`src/rtl/bin2bcd_pkg.sv`:
```
// ---------------------------------------------------------------------------
// bin2bcd_pkg
// Shared definitions for the sequential binary-to-BCD display block.
// Contents:
//   SEG_BLANK  - active-low pattern with every segment dark
//   SEG_DASH   - active-low pattern with only segment g lit ("-")
//   SEG_TABLE  - nibble to active-low segment glyph (bit0=a ... bit6=g)
//   state_t    - converter FSM states
// ---------------------------------------------------------------------------
package bin2bcd_pkg;

    localparam logic [6:0] SEG_BLANK = 7'b1111111;
    localparam logic [6:0] SEG_DASH  = 7'b0111111;

    // Glyphs for 0-9; codes 10-15 never come out of the converter and are
    // shown dark so a corrupted nibble cannot masquerade as a digit.
    localparam logic [6:0] SEG_TABLE [16] = '{
        7'b1000000,  // 0
        7'b1111001,  // 1
        7'b0100100,  // 2
        7'b0110000,  // 3
        7'b0011001,  // 4
        7'b0010010,  // 5
        7'b0000010,  // 6
        7'b1111000,  // 7
        7'b0000000,  // 8
        7'b0010000,  // 9
        7'b1111111,
        7'b1111111,
        7'b1111111,
        7'b1111111,
        7'b1111111,
        7'b1111111
    };

    typedef enum logic [1:0] {
        IDLE  = 2'd0,
        SHIFT = 2'd1,
        LATCH = 2'd2
    } state_t;

endpackage

```
`src/rtl/bin2bcd_seq_display_seg7_digit_dec.sv`:
```
// ---------------------------------------------------------------------------
// seg7_digit_dec
// Combinational decoder for one seven-segment digit (active-low outputs).
// Ports:
//   nibble - BCD digit to display
//   blank  - force the digit dark
//   dash   - force a "-" glyph; takes priority over blank
//   seg    - active-low segments, bit0=a ... bit6=g
// ---------------------------------------------------------------------------
module seg7_digit_dec
    import bin2bcd_pkg::*;
(
    input  logic [3:0] nibble,
    input  logic       blank,
    input  logic       dash,
    output logic [6:0] seg
);

    // Overflow dashes win over leading-zero blanking.
    always_comb begin
        if (dash) begin
            seg = SEG_DASH;
        end else if (blank) begin
            seg = SEG_BLANK;
        end else begin
            seg = SEG_TABLE[nibble];
        end
    end

endmodule

```
`src/rtl/bin2bcd_seq_display.sv`:
```
// ---------------------------------------------------------------------------
// bin2bcd_seq_display
// Sequential double-dabble converter (one input bit per clock) driving a bank
// of active-low seven-segment digits.
// Parameters: N_IN (input width), N_DIGITS (decimal digits), SEG_W (=7).
// Ports:
//   clk     - rising-edge clock
//   rst     - synchronous active-high reset
//   start   - conversion request, only honoured while idle
//   bin_in  - unsigned value, captured when start is accepted
//   busy    - conversion in progress
//   done    - one-cycle pulse when a new result is registered
//   ovf     - last value did not fit in N_DIGITS decimal digits
//   bcd_out - registered BCD result, units digit in bits [3:0]
//   seg_out - active-low segments, digit k in bits [7k+6:7k]
// Build option: define LZB_EN to blank leading zero digits.
// ---------------------------------------------------------------------------
module bin2bcd_seq_display
    import bin2bcd_pkg::*;
#(
    parameter int N_IN     = 10,
    parameter int N_DIGITS = 4,
    parameter int SEG_W    = 7
) (
    input  logic                      clk,
    input  logic                      rst,
    input  logic                      start,
    input  logic [N_IN-1:0]           bin_in,
    output logic                      busy,
    output logic                      done,
    output logic                      ovf,
    output logic [4*N_DIGITS-1:0]     bcd_out,
    output logic [SEG_W*N_DIGITS-1:0] seg_out
);

    localparam int CNT_W = $clog2(N_IN + 1);
    localparam int ACC_W = 4 * N_DIGITS;

    state_t             state_q, state_d;
    logic [N_IN-1:0]    shift_q, shift_d;
    logic [ACC_W-1:0]   acc_q, acc_d;
    logic [CNT_W-1:0]   cnt_q, cnt_d;
    logic               ovf_acc_q, ovf_acc_d;
    logic [ACC_W-1:0]   bcd_q, bcd_d;
    logic               ovf_q, ovf_d;
    logic               done_q, done_d;
    logic               busy_q, busy_d;
    logic [ACC_W-1:0]   adj;
    logic [N_DIGITS-1:0] blank;

    // Next-state and datapath logic. Each SHIFT cycle applies the add-3
    // correction to every nibble, then shifts the accumulator and the
    // remaining input bits left as one long register. A 1 leaving the top
    // nibble means the value needs more digits than we have, so it is
    // remembered as overflow; the kept digits are then the value mod 10^N.
    always_comb begin
        state_d   = state_q;
        shift_d   = shift_q;
        acc_d     = acc_q;
        cnt_d     = cnt_q;
        ovf_acc_d = ovf_acc_q;
        bcd_d     = bcd_q;
        ovf_d     = ovf_q;
        done_d    = 1'b0;

        adj = acc_q;
        for (int k = 0; k < N_DIGITS; k++) begin
            if (acc_q[4*k +: 4] >= 4'd5) begin
                adj[4*k +: 4] = acc_q[4*k +: 4] + 4'd3;
            end
        end

        case (state_q)
            IDLE: begin
                if (start) begin
                    shift_d   = bin_in;
                    acc_d     = '0;
                    cnt_d     = CNT_W'(N_IN);
                    ovf_acc_d = 1'b0;
                    state_d   = SHIFT;
                end
            end
            SHIFT: begin
                {acc_d, shift_d} = {adj[ACC_W-2:0], shift_q, 1'b0};
                ovf_acc_d        = ovf_acc_q | adj[ACC_W-1];
                cnt_d            = cnt_q - CNT_W'(1);
                if (cnt_q == CNT_W'(1)) begin
                    state_d = LATCH;
                end
            end
            LATCH: begin
                bcd_d   = acc_q;
                ovf_d   = ovf_acc_q;
                done_d  = 1'b1;
                state_d = IDLE;
            end
            default: begin
                state_d = IDLE;
            end
        endcase

        busy_d = (state_d != IDLE);
    end

    // All state and outputs are registered; reset abandons any conversion
    // in flight without producing a done pulse.
    always_ff @(posedge clk) begin
        if (rst) begin
            state_q   <= IDLE;
            shift_q   <= '0;
            acc_q     <= '0;
            cnt_q     <= '0;
            ovf_acc_q <= 1'b0;
            bcd_q     <= '0;
            ovf_q     <= 1'b0;
            done_q    <= 1'b0;
            busy_q    <= 1'b0;
        end else begin
            state_q   <= state_d;
            shift_q   <= shift_d;
            acc_q     <= acc_d;
            cnt_q     <= cnt_d;
            ovf_acc_q <= ovf_acc_d;
            bcd_q     <= bcd_d;
            ovf_q     <= ovf_d;
            done_q    <= done_d;
            busy_q    <= busy_d;
        end
    end

    assign busy    = busy_q;
    assign done    = done_q;
    assign ovf     = ovf_q;
    assign bcd_out = bcd_q;

`ifdef LZB_EN
    logic seen_nz;

    // Scan from the most significant digit down; every digit above the
    // first non-zero one goes dark. The units digit is never blanked.
    always_comb begin
        seen_nz = 1'b0;
        blank   = '0;
        for (int k = N_DIGITS - 1; k >= 1; k--) begin
            if (bcd_q[4*k +: 4] != 4'd0) begin
                seen_nz = 1'b1;
            end
            blank[k] = ~seen_nz;
        end
    end
`else
    assign blank = '0;
`endif

    for (genvar g = 0; g < N_DIGITS; g++) begin : g_digit
        seg7_digit_dec u_dec (
            .nibble (bcd_q[4*g +: 4]),
            .blank  (blank[g]),
            .dash   (ovf_q),
            .seg    (seg_out[SEG_W*g +: SEG_W])
        );
    end

endmodule

```
`config.mk`:
```
export PLATFORM = sky130hd
export DESIGN_NAME = bin2bcd_seq_display
export DESIGN_NICKNAME = d
export VERILOG_FILES = /design/src/rtl/bin2bcd_pkg.sv /design/src/rtl/bin2bcd_seq_display_seg7_digit_dec.sv /design/src/rtl/bin2bcd_seq_display.sv
export SDC_FILE = /design/constraint.sdc
export NUM_CORES = 1
export LEC_CHECK = 0
export CAP_MARGIN = 20
export CORE_ASPECT_RATIO = 0.75
export CORE_UTILIZATION = 53
export CTS_CLUSTER_DIAMETER = 150
export CTS_CLUSTER_SIZE = 8
export DETAILED_ROUTE_END_ITERATION = 6
export GPL_ROUTABILITY_DRIVEN = 1
export PLACE_DENSITY_LB_ADDON = 0.08
export SKIP_LAST_GASP = 1
export SLEW_MARGIN = 20
export SYNTH_ARGS = -nofsm -noshare
export SYNTH_HDL_FRONTEND = slang
export SYNTH_HIERARCHICAL = 1
export SYNTH_SLANG_ARGS = --single-unit
```
`constraint.sdc`:
```
create_clock -name clk -period 1.65 [get_ports clk]
set_input_delay 0.165 -clock clk [delete_from_list [all_inputs] [get_ports clk]]
set_output_delay 0.165 -clock clk [all_outputs]
set_load 0.01 [all_outputs]
```
* Word level (Yosys, flattened, before mapping)
Memory sizes are Yosys's and may differ from the RTL's.
Cells that the tools add are included.
** Storage, ports and cells
- Word-level logic and storage cells :: 67
- Output and inout bits :: 47
- Register bits after elaboration :: 52
- Input port bits :: 13
- Memories :: 4
- ROM bits :: 448
** Memories
- (name not given) :: words 16, width 7, rd ports 1, clocked after Yosys merged registers in 0, wr ports 0, line bin2bcd_seq_display_seg7_digit_dec.sv:26 : seg = SEG_TABLE[nibble];
- (name not given) :: words 16, width 7, rd ports 1, clocked after Yosys merged registers in 0, wr ports 0, line bin2bcd_seq_display_seg7_digit_dec.sv:26
- (name not given) :: words 16, width 7, rd ports 1, clocked after Yosys merged registers in 0, wr ports 0, line bin2bcd_seq_display_seg7_digit_dec.sv:26
- (name not given) :: words 16, width 7, rd ports 1, clocked after Yosys merged registers in 0, wr ports 0, line bin2bcd_seq_display_seg7_digit_dec.sv:26
** Operators by class
- Reductions and logical operators :: 4
- $add $sub $neg :: 5
- Bitwise logic cells :: 5
- Order comparisons :: 8
- Eq/ne operators :: 4
- Mux-type cells :: 28
** Operators with widths (count)
- $mux 7 :: 12
- $pmux 16 s2 :: 1
- $ge 5x5->1 const B :: 4
- $mux 4 :: 5
- $not 4->5 :: 4
- $pmux 10 s2 :: 1
- $add 4x2->4 const B :: 4
- $ge 4x3->1 const B :: 4
- $mux 16 :: 1
- $mux 10 :: 1
- $pmux 4 s2 :: 1
- $eq 4x1->1 const B :: 1
- $mux 2 :: 2
- $pmux 2 s2 :: 1
- $reduce_bool 2->1 :: 2
- $sub 4x1->4 const B :: 1
- $eq 2x1->1 const B :: 1
- $eq 2x2->1 const B :: 1
- $logic_not 2->1 :: 1
- $mux 1 :: 2
- $ne 2x2->1 const B :: 1
- $pmux 1 s2 :: 1
- $reduce_and 2->1 :: 1
- $or 1x1->1 :: 1

* Logic depth before layout (Yosys ltp)
- Depth in word-level cells :: 5
- Gate-level depth with buffers :: 6
- Gate-level depth less buffers :: 6

* Hierarchy
The synthesis kept the hierarchy.
** By module, submodules not included
- bin2bcd_seq_display :: instances 1, sequential area each 1041.0 µm², cells each 273, area an instance 2316.0 µm²
- seg7_digit_dec at g_digit[1].u_dec ... :: instances 3, sequential area each 0.0 µm², cells each 30, area an instance 231.5 µm²
- seg7_digit_dec at g_digit[0].u_dec :: instances 1, sequential area each 0.0 µm², cells each 32, area an instance 220.2 µm²

* Worst setup path after synthesis
OpenSTA, ideal clock, no wires.
- Kind :: register -> register
- Start :: reg acc_q[13]
- End :: reg acc_q[14]
- Arrival time :: 1433 ps
- Buffers on the path :: 0
- Path slack :: 143 ps
- Stages on the path, launching flop included :: 7
- Data required time :: 1576 ps
- Setup time :: 74 ps
- Period minus slack after synthesis :: 1507 ps
- Cell sequence :: dfxtp_1 > inv_1 > ha_1 > nand2b_1 > a21oi_1 > mux2_2 > o21ai_0
** Between the ends
- Longest elaborated chain between the ends :: 3
- Elaborated cells between the ends (all ways) :: 4
- Classes of those cells :: add/sub (1); order compare (1); mux (2)
** RTL lines
- start: declaration :: line bin2bcd_seq_display.sv:41 : logic [ACC_W-1:0] acc_q, acc_d;
- start signal: assignment :: line bin2bcd_seq_display.sv:111 : acc_q <= '0;
- start signal: assignment :: line bin2bcd_seq_display.sv:121 : acc_q <= acc_d;
- $add 4x2->4 or $ge 4x3->1 (tied branches) :: line bin2bcd_seq_display.sv:69, bin2bcd_seq_display.sv:68
- $mux 4 * :: line bin2bcd_seq_display.sv:68 : if (acc_q[4*k +: 4] >= 4'd5) begin
- $pmux 16 s2 * :: line bin2bcd_seq_display.sv:73 : case (state_q)
Every way passes the cells marked *; elsewhere a longest branch is shown, timed or not.
A chain may end at the register's enable or synchronous reset.

* Worst setup path after layout
- Start :: reg bcd_q[2], in the netlist bcd_out[2]
- End :: out seg_out[6]
** Between the ends
- Longest elaborated chain between the ends :: 5
** RTL lines
- start: declaration :: line bin2bcd_seq_display.sv:44 : logic [ACC_W-1:0] bcd_q, bcd_d;
- start signal: assignment :: line bin2bcd_seq_display.sv:114 : bcd_q <= '0;
- start signal: assignment :: line bin2bcd_seq_display.sv:124 : bcd_q <= bcd_d;
- $not 4->5 (not written as such) :: line bin2bcd_seq_display_seg7_digit_dec.sv:26
- $mem_v2 16x7
- $mux 7 (not written as such) (2 in series) :: line bin2bcd_seq_display_seg7_digit_dec.sv:26
- $mux 7 :: line bin2bcd_seq_display_seg7_digit_dec.sv:21 : if (dash) begin
- end: declaration :: line bin2bcd_seq_display.sv:33 : output logic [SEG_W*N_DIGITS-1:0] seg_out
Every way passes these cells. The select of a mux whose other input is x is not followed.

==> run metrics <==
CTS Buffer Depth=2; worst skew pair latency=about 300 ps; RSZ-0062 raised after global routing=true; Starting Density=roughly 55%; core area=approximately 6000 µm²; Slowest-stage cell, CP=dfxtp_4; max-cap violations=0; sequential power share=55.6%; FP Rows=24; switching share of power=26.60%; switching power=0.6297 mW; drt first pass iters=4; Buf/Inv on CP=2; root buffer cell=clkbuf_8; first-pass GRT wire length=roughly 13000 µm; Total Routing Usage GR=roughly a quarter; delay of the slowest critical-path stage=roughly 360 ps; fmax=about 590 MHz; RD Place Congestion=slightly above 0.8; kind of end point of the critical path=output pin; Worst VDD drop=around 0.54 mV; clock slew at reported path FFs=90 ps; Post-Syn Area=between 3000 and 4000 µm²; Die W=between 90 and 100 µm; Tcrit/Tclk final=102.0%; IO buf count=59; final WL=about 7900 µm; cells after synthesis=around 400; register area share after synthesis=~32%; top cells by area, synth=dfxtp_1, ha_1, nand2_1, o21ai_0, a21oi_1; Setup Crit Path Kind=flop to output pin; # setup viols final=2; gr ovfl total=0; clk sink count=52; final std cells w/o fill=between 500 and 600; DR vias/cell=between 5 and 6; remaining antenna violation count=0; overall die height=around 70 µm; Yosys top cell by area=dfxtp_1; Fin Clk Skew=3.579 ps; drt drc=0; CTS tree=yes; crit-path leading delay family=compound AO/OA/AOI/OAI gates; wire per inst=between 10 and 15 µm; synth warn=6; final hold violation count=0; vias in the first global route=a little under 3000; initial antenna violation count=0; H-Tree Level Count=2; worst hold-check path type=flop to flop; num ports=60; power density over cell area=roughly 530 nW/µm²; post-synth top area share=about a third; Final HPWL DP=between 5000 and 6000 µm; cts bufs inserted=5; Worst EP arrival=1520 ps; Distinct cells, synth=46; fin crit period=approximately 1700 ps; failing checks=negative setup slack; synth-to-layout area growth=37.26%; Final WS setup=-33.35 ps; clock network power share=between 20% and 30%; Initial DRC Count=146; Placement Cell Area=around 4100 µm²; status=complete, but fails checks; Setup crit start kind=flop; die area=roughly 6400 µm²; syn avg cell area=slightly above 8 µm²; WP data required=1480 ps; CP cell instances=buf_4 > nor2_2 > a2111oi_4 > a311oi_1 > clkbuf_2; Max Fanout on Critical Path=4; flops & latches, synth=52; max-slew violations=0; Finished Cell Area=4434 µm²; Antenna Cells=0; combinational share of power=between 10% and 20%; P_leak=between 1.5 and 2 nW; layout cell share with drive strength beyond 1=about a third; internal power=roughly 1.7 mW; Net count, final=550; vias=between 3000 and 4000; largest net degree at the start of global routing=19; Cells after DPL=~570
worst paths after layout:
kind / to / slack (ps) / cells after the start / from
setup reg to reg: acc_q[6]$_SDFFE_PP0P_ / 130 / 6 / acc_q[5]$_SDFFE_PP0P_
hold / removal: ovf$_SDFFE_PP0P_ / 470 / 2 / ovf_acc_q$_SDFFE_PP0P_
setup / recovery: seg_out[6] / -30 / 5 / bcd_out[2]$_SDFFE_PP0P_
hold reg to reg: ovf$_SDFFE_PP0P_ / 470 / 2 / ovf_acc_q$_SDFFE_PP0P_
cell usage after synthesis, drive strengths merged:
master / number
a311oi: 2
o31ai: 3
conb: 1
nand2b: 12
o21a: 4
nor4: 1
o21ba: 1
o21ai: 41
mux2: 1
o32ai: 1
a221oi: 1
ha: 30
a2111oi: 1
nand3b: 1
nor3: 22
a211oi: 7
nand3: 4
and3: 1
dfxtp: 52
or2: 1
a21oi: 31
nor4b: 3
clkbuf: 3
mux2i: 7
nor2: 40
a22o: 3
o22ai: 2
inv: 21
a2bb2oi: 7
nand2: 58
buf: 19
and2b: 1
xor2: 4
a22oi: 2
xnor2: 7
worst min-delay path, delay by kind of cell, from the launching register on:
family / cells / cell delay [ps]
compound gates: 1 / 60
simple gates: 1 / 60
flops: 1 / 320
per-layer routing:
layer,track usage (%),vias to the layer above,wire length [µm]
met5,0,-,0
met4,5.208,0,69
met3,4.496,8,291
met2,42.70,56,3825
met1,32.52,1454,3696
li1,-,1555,-
power by group through the flow:
stage	logic [mW]	registers (mW)	clock network (mW)
after floorplan	0.222	1.34	0
after global placement	0.353	1.35	0
after detailed placement	0.362	1.35	0
after CTS	0.341	1.32	0.714
after global routing	0.388	1.32	0.765
final	0.353	1.32	0.699
cell type report:
cell class                 instances  area, µm²
clock inverter                     2      12.51
tap                               78      97.59
multi-input combinational        315       2198
fill                             445       1421
inverter                          21      78.83
timing repair buffer             112      908.4
clock buffer                       5      68.82
sequential                        52       1070
cell usage in the layout, fill, tap and decap left out, types with 3 or more instances in the layout:
cell type | Yosys | layout
buf_2 | 7 | 23
dfxtp_1 | 52 | 37
a2bb2oi_1 | 7 | 7
nor3_4 | 4 | 4
ha_1 | 30 | 17
o21a_1 | 4 | 4
clkbuf_8 | 0 | 5
dfxtp_2 | 0 | 11
nand2b_1 | 8 | 8
a211oi_2 | 3 | 4
inv_2 | 2 | 10
o21ai_1 | 7 | 20
ha_4 | 0 | 5
dfxtp_4 | 0 | 4
clkbuf_2 | 0 | 3
xor2_1 | 4 | 4
xnor2_1 | 7 | 6
o21ai_2 | 1 | 5
nor2_1 | 39 | 38
a21oi_1 | 31 | 28
buf_6 | 6 | 9
nand3_1 | 4 | 4
conb_1 | 1 | 16
clkdlybuf4s50_1 | 0 | 29
nand2b_4 | 3 | 3
inv_1 | 19 | 11
a21oi_2 | 0 | 3
nand2_1 | 57 | 56
o21ai_0 | 33 | 16
mux2i_1 | 7 | 6
a22o_1 | 3 | 3
nor3_1 | 18 | 17
a211oi_1 | 4 | 3
ha_2 | 0 | 8
o31ai_2 | 3 | 3
buf_4 | 6 | 43
repair_timing:
item	4_1_cts	5_1_grt
cloned	0	0
setup endpoints to repair	33	30
endpoints found under the hold margin	0	0
hold buffers	0	0
pin swaps	7	17
resized for setup	138	59
setup buffers	7	6
stage by stage:
stage | total power [mW] | utilization (%) | worst slack, ps | TNS [ps] | hold slack [ps]
after floorplan | 1.565 | - | 143.0 | 0 | 313.3
after global placement | 1.703 | 70.51 | -72.09 | -221.3 | 442.2
after detailed placement | 1.713 | 70.51 | -225.5 | -718.8 | 465.6
after CTS | 2.375 | 72.99 | -224.5 | -756.1 | 470.6
after global routing | 2.476 | 75.73 | -98.18 | -497.0 | 492.5
final | 2.368 | 75.73 | -33.35 | -62.15 | 473.7
kinds of logic after synthesis:
kind of cell / synth area share [%]
AOI/OAI and AO/OA: 20.91
xor gates and xnor gates: 2.982
adders and majority gates: 11.62
buffers and inverters: 7.358
DFF: 32.22
muxes: 2.517
other: 0.1161
and+or+nand+nor: 22.27
state kept, by name (all words and copies together), names as in the netlist:
register / flops
state_q: 2
ovf: 1
shift_q: 10
ovf_acc_q: 1
acc_q: 16
cnt_q: 4
done: 1
busy: 1
bcd_out: 16
No activity file was read; power rests on OpenSTA's default activity.
